<file path="src/rtl/note_glyph_renderer.sv">
// note_glyph_renderer: per-pixel note sprite pipeline.
// Maps DrawX/DrawY onto a host-written table of note slots and drives the
// glyph ROM address. It then picks the glyph bit for the current pixel and
// produces note_on and the playhead highlight note_hl.
// Latency is 4 Clk from DrawX/DrawY to note_on/note_hl. rom_data is expected
// to follow the registered rom_addr within the same cycle.
module note_glyph_renderer #(
  parameter int X0          = 64,
  parameter int Y0          = 96,
  parameter int SCALE_SHIFT = 1,
  parameter int NUM_SLOTS   = 32,
  parameter int PITCH_W     = 5
) (
  input  logic                         Clk,
  input  logic                         Reset,
  input  logic [9:0]                   DrawX,
  input  logic [9:0]                   DrawY,
  input  logic                         we,
  input  logic [$clog2(NUM_SLOTS)-1:0] waddr,
  input  logic [PITCH_W+2:0]           wdata,
  input  logic [$clog2(NUM_SLOTS)-1:0] cur_slot,
  output logic [5:0]                   rom_addr,
  input  logic [7:0]                   rom_data,
  output logic                         note_on,
  output logic                         note_hl
);

  localparam int SLOT_W   = $clog2(NUM_SLOTS);
  localparam int ENT_W    = PITCH_W + 3;
  localparam int SPAN_X   = NUM_SLOTS << (3 + SCALE_SHIFT);
  localparam int GLYPH_PX = 8 << SCALE_SHIFT;

  // Note table
  logic [ENT_W-1:0]  r_table [NUM_SLOTS];

  // S0 combinational: horizontal decode of the incoming pixel
  logic [10:0]       w_dx;
  logic              w_in_x;
  logic [SLOT_W-1:0] w_slot;
  logic [2:0]        w_colx;

  // S0 registers
  logic              r0_vld;
  logic              r0_in_x;
  logic [SLOT_W-1:0] r0_slot;
  logic [2:0]        r0_colx;
  logic [9:0]        r0_y;
  logic [SLOT_W-1:0] r0_cur;

  // S1 registers
  logic              r1_vld;
  logic              r1_in_x;
  logic [2:0]        r1_colx;
  logic [9:0]        r1_y;
  logic              r1_match;
  logic [ENT_W-1:0]  r1_entry;

  // S1 combinational: vertical decode against the slot's pitch
  logic [PITCH_W-1:0] w_pitch;
  logic [2:0]         w_code;
  logic [10:0]        w_top;
  logic [10:0]        w_dy;
  logic               w_in_y;
  logic [2:0]         w_row;

  // S2 registers (rom_addr is the address register itself)
  logic              r2_hit;
  logic [2:0]        r2_colx;
  logic              r2_match;

  // S3 combinational: glyph bit for this pixel column
  logic              w_bit;

  // dx is computed at 11 bits so pixels left of X0 show up as negative.
  assign w_dx   = {1'b0, DrawX} - 11'(X0);
  assign w_in_x = ~w_dx[10] && (w_dx < 11'(SPAN_X));
  assign w_slot = w_dx[3 + SCALE_SHIFT +: SLOT_W];
  assign w_colx = w_dx[SCALE_SHIFT +: 3];

  assign w_pitch = r1_entry[ENT_W-1:3];
  assign w_code  = r1_entry[2:0];
  assign w_top   = 11'(Y0) + (11'(w_pitch) << (2 + SCALE_SHIFT));
  assign w_dy    = {1'b0, r1_y} - w_top;
  assign w_in_y  = ~w_dy[10] && (w_dy < 11'(GLYPH_PX));
  assign w_row   = w_dy[SCALE_SHIFT +: 3];

  assign w_bit   = rom_data[3'd7 - r2_colx];

  // Host write port into the note table; reset blanks every slot
  always_ff @(posedge Clk or posedge Reset) begin
    if (Reset) begin
      for (int unsigned i = 0; i < NUM_SLOTS; i++) begin
        r_table[i] <= '0;
      end
    end else if (we) begin
      r_table[waddr] <= wdata;
    end
  end

  // S0: capture the pixel, its horizontal decode and the playhead slot
  always_ff @(posedge Clk or posedge Reset) begin
    if (Reset) begin
      r0_vld  <= 1'b0;
      r0_in_x <= 1'b0;
      r0_slot <= '0;
      r0_colx <= '0;
      r0_y    <= '0;
      r0_cur  <= '0;
    end else begin
      r0_vld  <= 1'b1;
      r0_in_x <= w_in_x;
      r0_slot <= w_slot;
      r0_colx <= w_colx;
      r0_y    <= DrawY;
      r0_cur  <= cur_slot;
    end
  end

  // S1: table read (a same-edge write is seen one cycle later)
  always_ff @(posedge Clk or posedge Reset) begin
    if (Reset) begin
      r1_vld   <= 1'b0;
      r1_in_x  <= 1'b0;
      r1_colx  <= '0;
      r1_y     <= '0;
      r1_match <= 1'b0;
      r1_entry <= '0;
    end else begin
      r1_vld   <= r0_vld;
      r1_in_x  <= r0_in_x;
      r1_colx  <= r0_colx;
      r1_y     <= r0_y;
      r1_match <= (r0_slot == r0_cur);
      r1_entry <= r_table[r0_slot];
    end
  end

  // S2: glyph ROM address and hit qualification
  always_ff @(posedge Clk or posedge Reset) begin
    if (Reset) begin
      rom_addr <= '0;
      r2_hit   <= 1'b0;
      r2_colx  <= '0;
      r2_match <= 1'b0;
    end else begin
      rom_addr <= {w_code, w_row};
      r2_hit   <= r1_vld & r1_in_x & w_in_y & (w_code != 3'd0);
      r2_colx  <= r1_colx;
      r2_match <= r1_match;
    end
  end

  // S3: final pixel flags toward the colour mapper
  always_ff @(posedge Clk or posedge Reset) begin
    if (Reset) begin
      note_on <= 1'b0;
      note_hl <= 1'b0;
    end else begin
      note_on <= r2_hit & w_bit;
      note_hl <= r2_hit & w_bit & r2_match;
    end
  end

endmodule

</file>
<file path="config.mk">
export PLATFORM = sky130hd
export DESIGN_NAME = note_glyph_renderer
export DESIGN_NICKNAME = d
export VERILOG_FILES = /design/src/rtl/note_glyph_renderer.sv
export SDC_FILE = /design/constraint.sdc
export NUM_CORES = 1
export LEC_CHECK = 0
export BUFFER_PORTS_ARGS = -buffer_cell sky130_fd_sc_hd__clkbuf_2
export CORE_ASPECT_RATIO = 0.9
export CORE_MARGIN = 8
export CORE_UTILIZATION = 55
export DETAILED_ROUTE_END_ITERATION = 8
export PLACE_DENSITY_LB_ADDON = 0.2
export SLEW_MARGIN = 5
export SYNTH_ARGS = -nofsm -noshare
export SYNTH_HDL_FRONTEND = slang
export SYNTH_SLANG_ARGS = --single-unit
export TNS_END_PERCENT = 10
</file>
<file path="constraint.sdc">
create_clock -name Clk -period 14.4 [get_ports Clk]
set_clock_uncertainty 0.2 [all_clocks]
set_input_delay 1.44 -clock Clk [delete_from_list [all_inputs] [get_ports Clk]]
set_output_delay 1.44 -clock Clk [all_outputs]
set_load 0.005 [all_outputs]
</file>
==> flow_metrics.py, run 1 <==
metrics = {
    "status": {
        "status": "finished, final reports clean",
    },
    "setup_path": {
        "startpoint_type": "flop",
        "path_max_fanout": 50,
        "slowest_delay_ns": 0.88,
        "critPathArrivalTime_ns": 3.57,
        "r2r_cells": 4,
        "crit_type": "reg2reg",
        "crit_required_ns": 14.59,
        "crit_chain": "buf_4 > mux4_2 > mux4_2 > mux2_2",
        "end_kind": "flop",
        "cpMaxStageDelayCell": "buf_4",
        "crit_top_cell": "mux4_2",
    },
    "yosys": {
        "syn_area_per_cell_um2": 16.3,
        "yosys_warnings": 0,
        "synth_nets": 912,
        "syn_inst": 848,
        "ys_ff_latch": 316,
        "yosysUniqueCellTypes": 38,
        "syn_area_mm2": 0.0138,
        "yosysSeqAreaShare_pct": 57.3,
    },
    "die": {
        "dieArea_mm2": 0.0304,
        "start_util_pct": 55.4,
        "boundaryPins": 57,
        "die_x_um": 183,
        "die_h_um": 166,
        "fp-row-count": 55,
        "core-area_mm2": 0.0249,
    },
    "timing": {
        "slew_headroom_pct": 28.1,
        "fin_ws_ns": 11.02,
        "fin_setup_tns_ns": 0,
        "setup_viol": 0,
        "timing.final.hold_violations": 0,
        "post-route-min-period_ns": 3.38,
        "worst_pin_slew_ns": 1.08,
        "slew_violations": 0,
        "rsz0062_at_grt": "false",
        "max_freq_ghz": 0.296,
        "fin_crit_sh_pct": 23.4,
    },
    "min_path": {
        "whs_path_depth": 0,
        "hold_path.class": "reg2reg",
    },
    "clock_tree": {
        "cts_tree": "yes",
        "clkSinkCount": 316,
        "clk_pin_slew_ns": 0.06,
        "holdBufCountCts": 0,
        "clockBufferDepth": 3,
        "clk_latency_ns": 0.51,
        "cts_resized": 0,
        "root_buffer": "clkbuf_16",
        "post-cts-setup-buffers": 0,
        "cts-buffers-inserted": 34,
        "htreeDepth": 2,
    },
    "drt": {
        "detail_route.vias_per_cell": 5.99,
        "via_count": 7541,
        "dr.pass1.iters": 4,
        "wire_per_inst_um": 23.7,
        "drt_iter0_drc": 437,
        "drc": 0,
        "routed_wl_um": 29900,
        "ant_nets": 0,
    },
    "placement": {
        "place.gp.congestion": 0.778,
        "port-buffer-count": 54,
        "pre_cts_ws_ns": 10.84,
        "postPlaceCellArea_mm2": 0.0143,
        "dp_hpwl_um": 18900,
    },
    "power_and_ir_drop": {
        "irDropWorstVdd_v": 0.0000986,
        "power_density_mw_per_mm2": 154,
        "p_leak_nw": 6.94,
    },
    "final_layout": {
        "design_area_mm2": 0.0154,
        "area_growth_pct": 11.5,
        "final_common_cell": "dfrtp_1",
        "final_cell_mix": "dfrtp_1, mux2_2, mux4_2, clkbuf_2, clkbuf_16",
        "drive_above_1_share_pct": 50.3,
        "nNetsFinal": 955,
    },
    "global_routing": {
        "grt_usage_pct": 20.2,
        "grt_pass1_wl_um": 47200,
        "grt_max_degree": 183,
        "grt_pass1_vias": 8293,
        "grt_overflow": 0,
        "antenna_found_initial": 7,
    },
    "job": {
        "drv_cap": 0,
    },
}
[area by class of cell]
class	count	area (µm²)
Fill cell	1862	9520
Timing Repair Buffer	58	313
Inverter	17	71.3
Clock buffer	52	1000
Multi-Input combinational cell	464	5590
Tap cell	342	428
Antenna cell	1	2.50
Sequential cell	316	7910
Clock inverter	9	73.8
[power breakdown]
part / switching, mW / total [mW] / internal, mW / leakage [nW]
Sequential: 0.0797 / 1.13 / 1.05 / 3.99
Clock: 0.333 / 0.830 / 0.497 / 0.533
Combinational: 0.173 / 0.407 / 0.234 / 2.41
Total: 0.586 / 2.36 / 1.78 / 6.94
[worst max-delay path, delay by kind of cell, from the launching register on]
family,cells,cell delay [ns]
multiplexers,3,1.50
buffers and inverters,1,0.88
flip-flops,1,0.63
[cells by family after synthesis]
group / synth area share [%]
xor+xnor: 0.571
simple gates: 2.47
compound gates: 0.861
buf+inv: 2.19
flops: 57.3
other cells: 0.0272
fa+ha+maj: 1.36
mux: 35.2
[layer usage]
layer | GRT usage [%] | vias to the layer above | routed length, µm
met5 | 0 | - | 74
met4 | 6.25 | 12 | 703
met3 | 4.83 | 58 | 1600
met2 | 32.7 | 178 | 14800
met1 | 26.6 | 4071 | 12700
li1 | - | 3222 | -
[Yosys cell counts]
cell | instances | share of area [%]
nor4_1 | 1 | 0.045
o21bai_1 | 1 | 0.054
nor3b_1 | 5 | 0.27
mux4_2 | 82 | 13
ha_1 | 15 | 1.4
mux2_1 | 1 | 0.082
and2_1 | 1 | 0.045
o21ai_0 | 3 | 0.11
buf_6 | 6 | 0.49
buf_1 | 2 | 0.054
xor2_1 | 5 | 0.32
or3_1 | 1 | 0.045
dfrtp_1 | 316 | 57
and3b_1 | 1 | 0.063
o311ai_0 | 1 | 0.063
conb_1 | 1 | 0.027
clkbuf_1 | 41 | 1.1
a221oi_1 | 1 | 0.063
or3b_1 | 1 | 0.063
a221o_1 | 1 | 0.073
nand3_1 | 3 | 0.11
a31oi_1 | 2 | 0.091
nand3b_1 | 4 | 0.22
mux2_2 | 263 | 21
inv_1 | 17 | 0.46
nor2_2 | 3 | 0.14
a21oi_1 | 8 | 0.29
or2_2 | 2 | 0.091
nor2_1 | 21 | 0.57
mux2i_1 | 4 | 0.29
nand2_1 | 21 | 0.57
o2111ai_1 | 1 | 0.063
xnor2_1 | 4 | 0.25
nor3_1 | 4 | 0.15
and3_1 | 1 | 0.045
a211oi_1 | 1 | 0.054
buf_2 | 2 | 0.073
nor2b_1 | 1 | 0.045
[per-stage QoR]
stage / std cells / utilization (%) / hold slack, ns / total power [mW]
after floorplan: 848 / - / 0.131 / 1.43
after global placement: 1197 / 57.5 / 0.132 / 1.51
after detailed placement: 1197 / 57.5 / 0.136 / 1.55
after CTS: 1258 / 61.8 / 0.150 / 2.39
after global routing: 1259 / 61.8 / 0.148 / 2.47
final: 1259 / 61.8 / 0.148 / 2.36
[final timing paths]
path / from / end / slack, ns
max in group asynchronous: Reset / r_table[159] / 11.60
max reg2reg: r0_slot[0] / r1_entry[6] / 11.02
min: r0_colx[0] / r1_colx[0] / 0.15
max: r0_slot[0] / r1_entry[6] / 11.02
min reg2reg: r0_colx[0] / r1_colx[0] / 0.15
min in group asynchronous: Reset / r_table[248] / 0.91
[state kept, by name (all words and copies together) (netlist names)]
| register | flops |
|---|---|
| r2_match | 1 |
| r1_entry | 8 |
| r1_vld | 1 |
| r2_hit | 1 |
| r0_vld | 1 |
| note_on | 1 |
| r0_slot | 5 |
| r1_colx | 3 |
| r0_colx | 3 |
| r2_colx | 3 |
| r1_match | 1 |
| rom_addr | 6 |
| r_table | 256 |
| r1_y | 9 |
| r0_y | 9 |
| note_hl | 1 |
| r1_in_x | 1 |
| r0_cur | 5 |
| r0_in_x | 1 |
(Power assumes the default switching activity.)
==> inputs of run 2 (changes only) <==
ABC_AREA = 1   (was default)
clock period = 2.91 ns   (was 14.4 ns; I/O delays follow)
==> flow_metrics.py, run 2 <==
metrics = {
    "status": {
        "status": "finished, final reports clean",
    },
    "yosys": {
        "ys_ff_latch": 316,
        "synthMuxAreaShare_pct": 0,
        "synth.largest_area_cell": "dfrtp_1",
        "synth_top_family_by_area": "simple AND/OR/NAND/NOR gates",
        "syn_area_mm2": 0.0142,
        "synth.most_common_cell": "nand2_1",
        "synth-edff-count": 0,
        "yosysTopAreaCellShare_pct": 55.8,
        "yosysSeqAreaShare_pct": 55.8,
        "synthSimpleGateAreaFrac_pct": 27.6,
        "synth_nets": 1781,
        "synthFlopType": "dfrtp_1",
        "yosysUniqueCellTypes": 30,
        "async_flop_share_pct": 100,
        "synth_compound_area_share_pct": 9.61,
        "syn_inst": 1717,
        "yosys_warnings": 0,
        "synthAdderAreaFrac_pct": 1.32,
        "syn_area_per_cell_um2": 8.26,
        "yosys-top-cells-area": "dfrtp_1, nand2_1, o21ai_0, nand3_1, inv_1",
        "synthTopCellsByCount": "nand2_1, dfrtp_1, o21ai_0",
        "synth_xor_xnor_area_share_pct": 0.371,
    },
    "drt": {
        "routed_wl_um": 36100,
        "via_count": 11700,
        "drc": 0,
        "wire_per_inst_um": 17.0,
        "drt_iter0_drc": 1176,
        "dr.pass1.iters": 8,
        "ant_nets": 0,
        "detail_route.vias_per_cell": 5.48,
    },
    "timing": {
        "slew_violations": 0,
        "fin_crit_sh_pct": 80.8,
        "rsz0062_at_grt": "false",
        "timing.final.hold_violations": 0,
        "setup_viol": 0,
        "fin_ws_ns": 0.558,
        "max_freq_ghz": 0.425,
        "post-route-min-period_ns": 2.35,
        "slew_headroom_pct": 52.2,
        "worst_pin_slew_ns": 0.717,
    },
    "global_routing": {
        "antenna_found_initial": 3,
        "grt_pass1_wl_um": 58400,
        "grt_pass1_vias": 10900,
        "grt_overflow": 0,
        "grt_max_degree": 130,
        "grt_usage_pct": 23.5,
    },
    "final_layout": {
        "nNetsFinal": 1824,
        "final_core_util_pct": 64.4,
        "fill_cells": 2145,
        "area_growth_pct": 14.6,
        "final_cells": 2127,
        "final_common_cell": "nand2_1",
        "design_area_mm2": 0.0163,
        "reg_top3": "r_table (256), r0_y (9), r1_y (9)",
        "drive_above_1_share_pct": 9.30,
        "largest_reg_flops": 256,
        "regArea_mm2": 0.00791,
        "final_cell_mix": "nand2_1, dfrtp_1, o21ai_0, nand3_1, inv_1",
        "largest_register": "r_table",
        "multi_input_area_mm2": 0.00552,
    },
    "clock_tree": {
        "htreeDepth": 2,
        "clkSinkCount": 316,
        "clockBufferDepth": 3,
        "post-cts-setup-buffers": 0,
        "cts-buffers-inserted": 34,
        "clk_latency_ns": 0.51,
        "clk_pin_slew_ns": 0.06,
        "root_buffer": "clkbuf_16",
        "cts_tree": "yes",
    },
    "setup_path": {
        "startpoint_type": "flop",
        "path_buf_inv": 2,
        "crit_top_cell": "nand2_1",
        "crit_type": "reg2reg",
        "critPathArrivalTime_ns": 2.55,
        "path_max_fanout": 36,
        "slowest_delay_ns": 0.47,
        "end_kind": "flop",
        "critPathTopFamily": "buffers and inverters",
        "crit_chain": "clkinv_2 > buf_12 > nand2_1 > nand3_1 > nand3_1 > nand2_1 > nand2_1 > nand2_1 > nand2_1 > nand2_1",
        "crit_required_ns": 3.11,
        "cpMaxStageDelayCell": "clkinv_2",
    },
    "power_and_ir_drop": {
        "power_density_mw_per_mm2": 736,
        "total_power_mw": 12.0,
        "p_leak_nw": 7.87,
        "irDropWorstVdd_v": 0.000443,
    },
    "die": {
        "die_x_um": 185,
        "die_h_um": 168,
        "dieArea_mm2": 0.0312,
        "core-area_mm2": 0.0253,
        "fp-row-count": 55,
        "start_util_pct": 56.2,
        "boundaryPins": 57,
    },
    "placement": {
        "place.gp.congestion": 0.813,
        "postPlaceCellArea_mm2": 0.0147,
        "pre_cts_ws_ns": 0.595,
        "dp_cells": 2032,
        "dp_hpwl_um": 21500,
        "port-buffer-count": 54,
    },
    "job": {
        "drv_cap": 0,
    },
    "min_path": {
        "hold_path.class": "in2reg",
    },
}
-- run 2: cell types whose count changed in the layout (fill, tap and decap cells not counted), sizes merged, moves of 25 or more --
cell         before  now
inv              18   67
nor2             24   49
mux4             82    0
dlygate4sd3       0   34
nand3             3  202
mux2            264    0
a21oi             8   37
nand2            21  657
o21ai             3  228
-- run 2: cell families after synthesis --
kind of cell | count (synthesis)
compound gates | 270
xor+xnor | 6
fa+ha+maj | 15
buf+inv | 180
flops | 316
other cells | 1
simple gates | 929
-- run 2: layer usage --
metal  global-route usage, %  part of all wire, %  up-vias
met4                    7.16                  2.2        4
met5                       0                0.064        -
met2                    36.8                   47      362
met3                    4.05                  7.2       63
li1                        -                    -     5633
met1                    32.9                   44     5592
-- run 2: power breakdown --
group | leakage [nW] | switching, mW | internal (mW)
sequential | 4.00 | 0.400 | 5.15
clock | 0.585 | 1.72 | 2.87
combinational | 3.29 | 1.11 | 0.714
-- run 2: path summary, 6_finish.rpt --
check / to / cells after the start / slack, ns / start
max: r1_entry[0] / 10 / 0.56 / r0_slot[0]
min: note_on / 5 / 0.004 / rom_data[2]
max reg2reg: r1_entry[0] / 10 / 0.56 / r0_slot[0]
min reg2reg: r2_colx[0] / 0 / 0.15 / r1_colx[0]
max in group asynchronous: r_table[68] / 4 / 1.58 / Reset
min in group asynchronous: r_table[231] / 3 / 0.12 / Reset
-- run 2: cell type report --
type	instances	share of cell area (%)
clock inverter	13	1.36
inverter	71	1.67
multi-input combinational	1221	33.9
clock buffer	47	5.97
sequential	316	48.7
tap	342	2.63
antenna	1	0.0154
timing repair buffer	116	5.74
-- run 2: what timing repair did --
item | CTS | global route
hold buffers | 34 | 0
resized for setup | 0 | 0
endpoints found under the setup margin | 0 | 0
hold endpoints to repair | 242 | 0
-- run 2: through the flow --
step	setup TNS, ns	hold slack (ns)
4_1_cts	0	0.00244
5_1_grt	0	0.0435
6_report	0	0.00433
3_5_place_dp	0	0.0997
3_3_place_gp	0	0.0953
2_1_floorplan	-566.22	0.122
-- run 2: worst reg2reg max path: cells and delay by family (launching register included) --
kind | cells | cell delay [ns]
buf+inv | 2 | 0.89
flops | 1 | 0.43
simple gates | 8 | 0.72
==> inputs of run 3 (changes only) <==
ABC_AREA = 0   (was 1)
clock period = 2.2 ns   (was 2.91 ns; I/O delays follow)
==> flow_metrics.py, run 3 (same netlist as run 1, synthesis figures left out) <==
metrics = {
    "status": {
        "status": "finished, violations left",
        "violations": "negative setup slack",
    },
    "clock_tree": {
        "cts-buffers-inserted": 31,
        "htreeDepth": 1,
        "clk_latency_ns": 0.56,
        "clk_pin_slew_ns": 0.06,
        "cts_tree": "yes",
        "root_buffer": "clkbuf_16",
        "clockBufferDepth": 3,
        "clkSinkCount": 316,
    },
    "setup_path": {
        "r2r_slack_ns": -0.23,
        "end_kind": "flop",
        "path_max_fanout": 8,
        "r2r_cells": 5,
        "crit_type": "reg2reg",
        "critPathArrivalTime_ns": 2.67,
        "crit_required_ns": 2.44,
        "startpoint_type": "flop",
    },
    "drt": {
        "drc": 0,
        "detail_route.vias_per_cell": 5.95,
        "dr.pass1.iters": 5,
        "drt_iter0_drc": 600,
        "ant_nets": 0,
        "wire_per_inst_um": 24.2,
        "routed_wl_um": 32300,
        "via_count": 7947,
    },
    "global_routing": {
        "grt_pass1_vias": 8835,
        "grt_overflow": 0,
        "grt_usage_pct": 21.9,
        "grt_pass1_wl_um": 51600,
        "antenna_found_initial": 0,
        "grt_max_degree": 135,
    },
    "power_and_ir_drop": {
        "power_density_mw_per_mm2": 971,
        "total_power_mw": 15.9,
        "p_leak_nw": 7.41,
        "irDropWorstVdd_v": 0.000560,
    },
    "die": {
        "boundaryPins": 57,
        "core-area_mm2": 0.0249,
        "dieArea_mm2": 0.0304,
        "fp-row-count": 55,
        "die_x_um": 183,
        "die_h_um": 166,
        "start_util_pct": 55.4,
    },
    "final_layout": {
        "reg_top3": "r_table (256), r0_y (9), r1_y (9)",
        "regArea_mm2": 0.00792,
        "final_core_util_pct": 65.9,
        "area_growth_pct": 18.9,
        "drive_above_1_share_pct": 53.5,
        "design_area_mm2": 0.0164,
        "final_cells": 1336,
        "largest_reg_flops": 256,
        "antenna_cells": 0,
        "final_common_cell": "dfrtp_1",
        "final_cell_mix": "dfrtp_1, mux2_2, mux4_2, clkbuf_2, buf_4",
        "fill_cells": 1693,
        "multi_input_area_mm2": 0.00573,
        "largest_register": "r_table",
        "nNetsFinal": 1037,
    },
    "timing": {
        "slew_violations": 0,
        "max_freq_ghz": 0.412,
        "fin_ws_ns": -0.230,
        "post-route-min-period_ns": 2.43,
        "fin_crit_sh_pct": 110,
        "worst_pin_slew_ns": 0.795,
        "rsz0062_at_grt": "true",
        "slew_headroom_pct": 47.0,
        "holdWs_ns": 0.0163,
        "timing.final.hold_violations": 0,
        "setup_viol": 9,
        "fin_setup_tns_ns": -1.89,
    },
    "placement": {
        "place.gp.congestion": 0.874,
        "port-buffer-count": 54,
        "postPlaceCellArea_mm2": 0.0148,
        "pre_cts_ws_ns": -0.266,
        "dp_hpwl_um": 21000,
        "dp_cells": 1250,
    },
    "min_path": {
        "hold_path.class": "in2reg",
        "whs_path_depth": 4,
    },
    "job": {
        "drv_cap": 0,
    },
}
==> run 3: changes by cell type in the layout (fill, tap and decap cells not counted), moves of 20 or more <==
cell     before  now
a21oi_1      37    7
inv_1        57   15
mux2_2        0  260
nand2_1     657   21
buf_4        19   44
o21ai_1      22    2
nand3_1     202    3
mux4_2        0   82
nor2_1       45   21
o21ai_0     206    1
==> run 3: routing by layer <==
metal | up-vias | wire [µm] | GRT usage [%]
li1 | 3379 | - | -
met1 | 4289 | 13900 | 30.0
met2 | 223 | 15900 | 35.4
met3 | 56 | 1610 | 4.13
met4 | 0 | 845 | 5.90
met5 | - | 0 | 0
==> run 3: path summary, 6_finish.rpt <==
kind	start	endpoint
hold / removal	rom_data[1]	note_on
min in group asynchronous	Reset	r_table[239]
setup / recovery	r0_slot[0]	r1_entry[0]
max in group asynchronous	Reset	r1_entry[3]
setup reg to reg	r0_slot[0]	r1_entry[0]
hold reg to reg	r1_colx[1]	r2_colx[1]
==> run 3: power by group <==
part           internal [mW]  total, mW  switching [mW]
clock                   3.22       5.37            2.15
sequential              6.86       7.43           0.576
combinational           1.86       3.14            1.28
==> run 3: critical path, stage by stage (launching register included) <==
cell	delay [ns]
dfrtp_4	0.52
buf_4	0.17
buf_12	0.14
mux4_2	0.49
mux4_2	0.51
mux2_2	0.29
==> run 3: cell type report <==
class	count	area share, %
Tap cell	342	2.61
Multi-Input combinational cell	464	34.9
Clock inverter	8	0.724
Timing Repair Buffer	143	7.52
Sequential cell	316	48.2
Inverter	17	0.412
Clock buffer	46	5.62
==> run 3: repair_timing <==
item | CTS | global route
hold buffers | 28 | 0
setup endpoints to repair | 9 | 10
pin swaps | 0 | 3
resized for setup | 8 | 19
setup buffers | 3 | 0
cloned | 2 | 0
endpoints found under the hold margin | 340 | 0
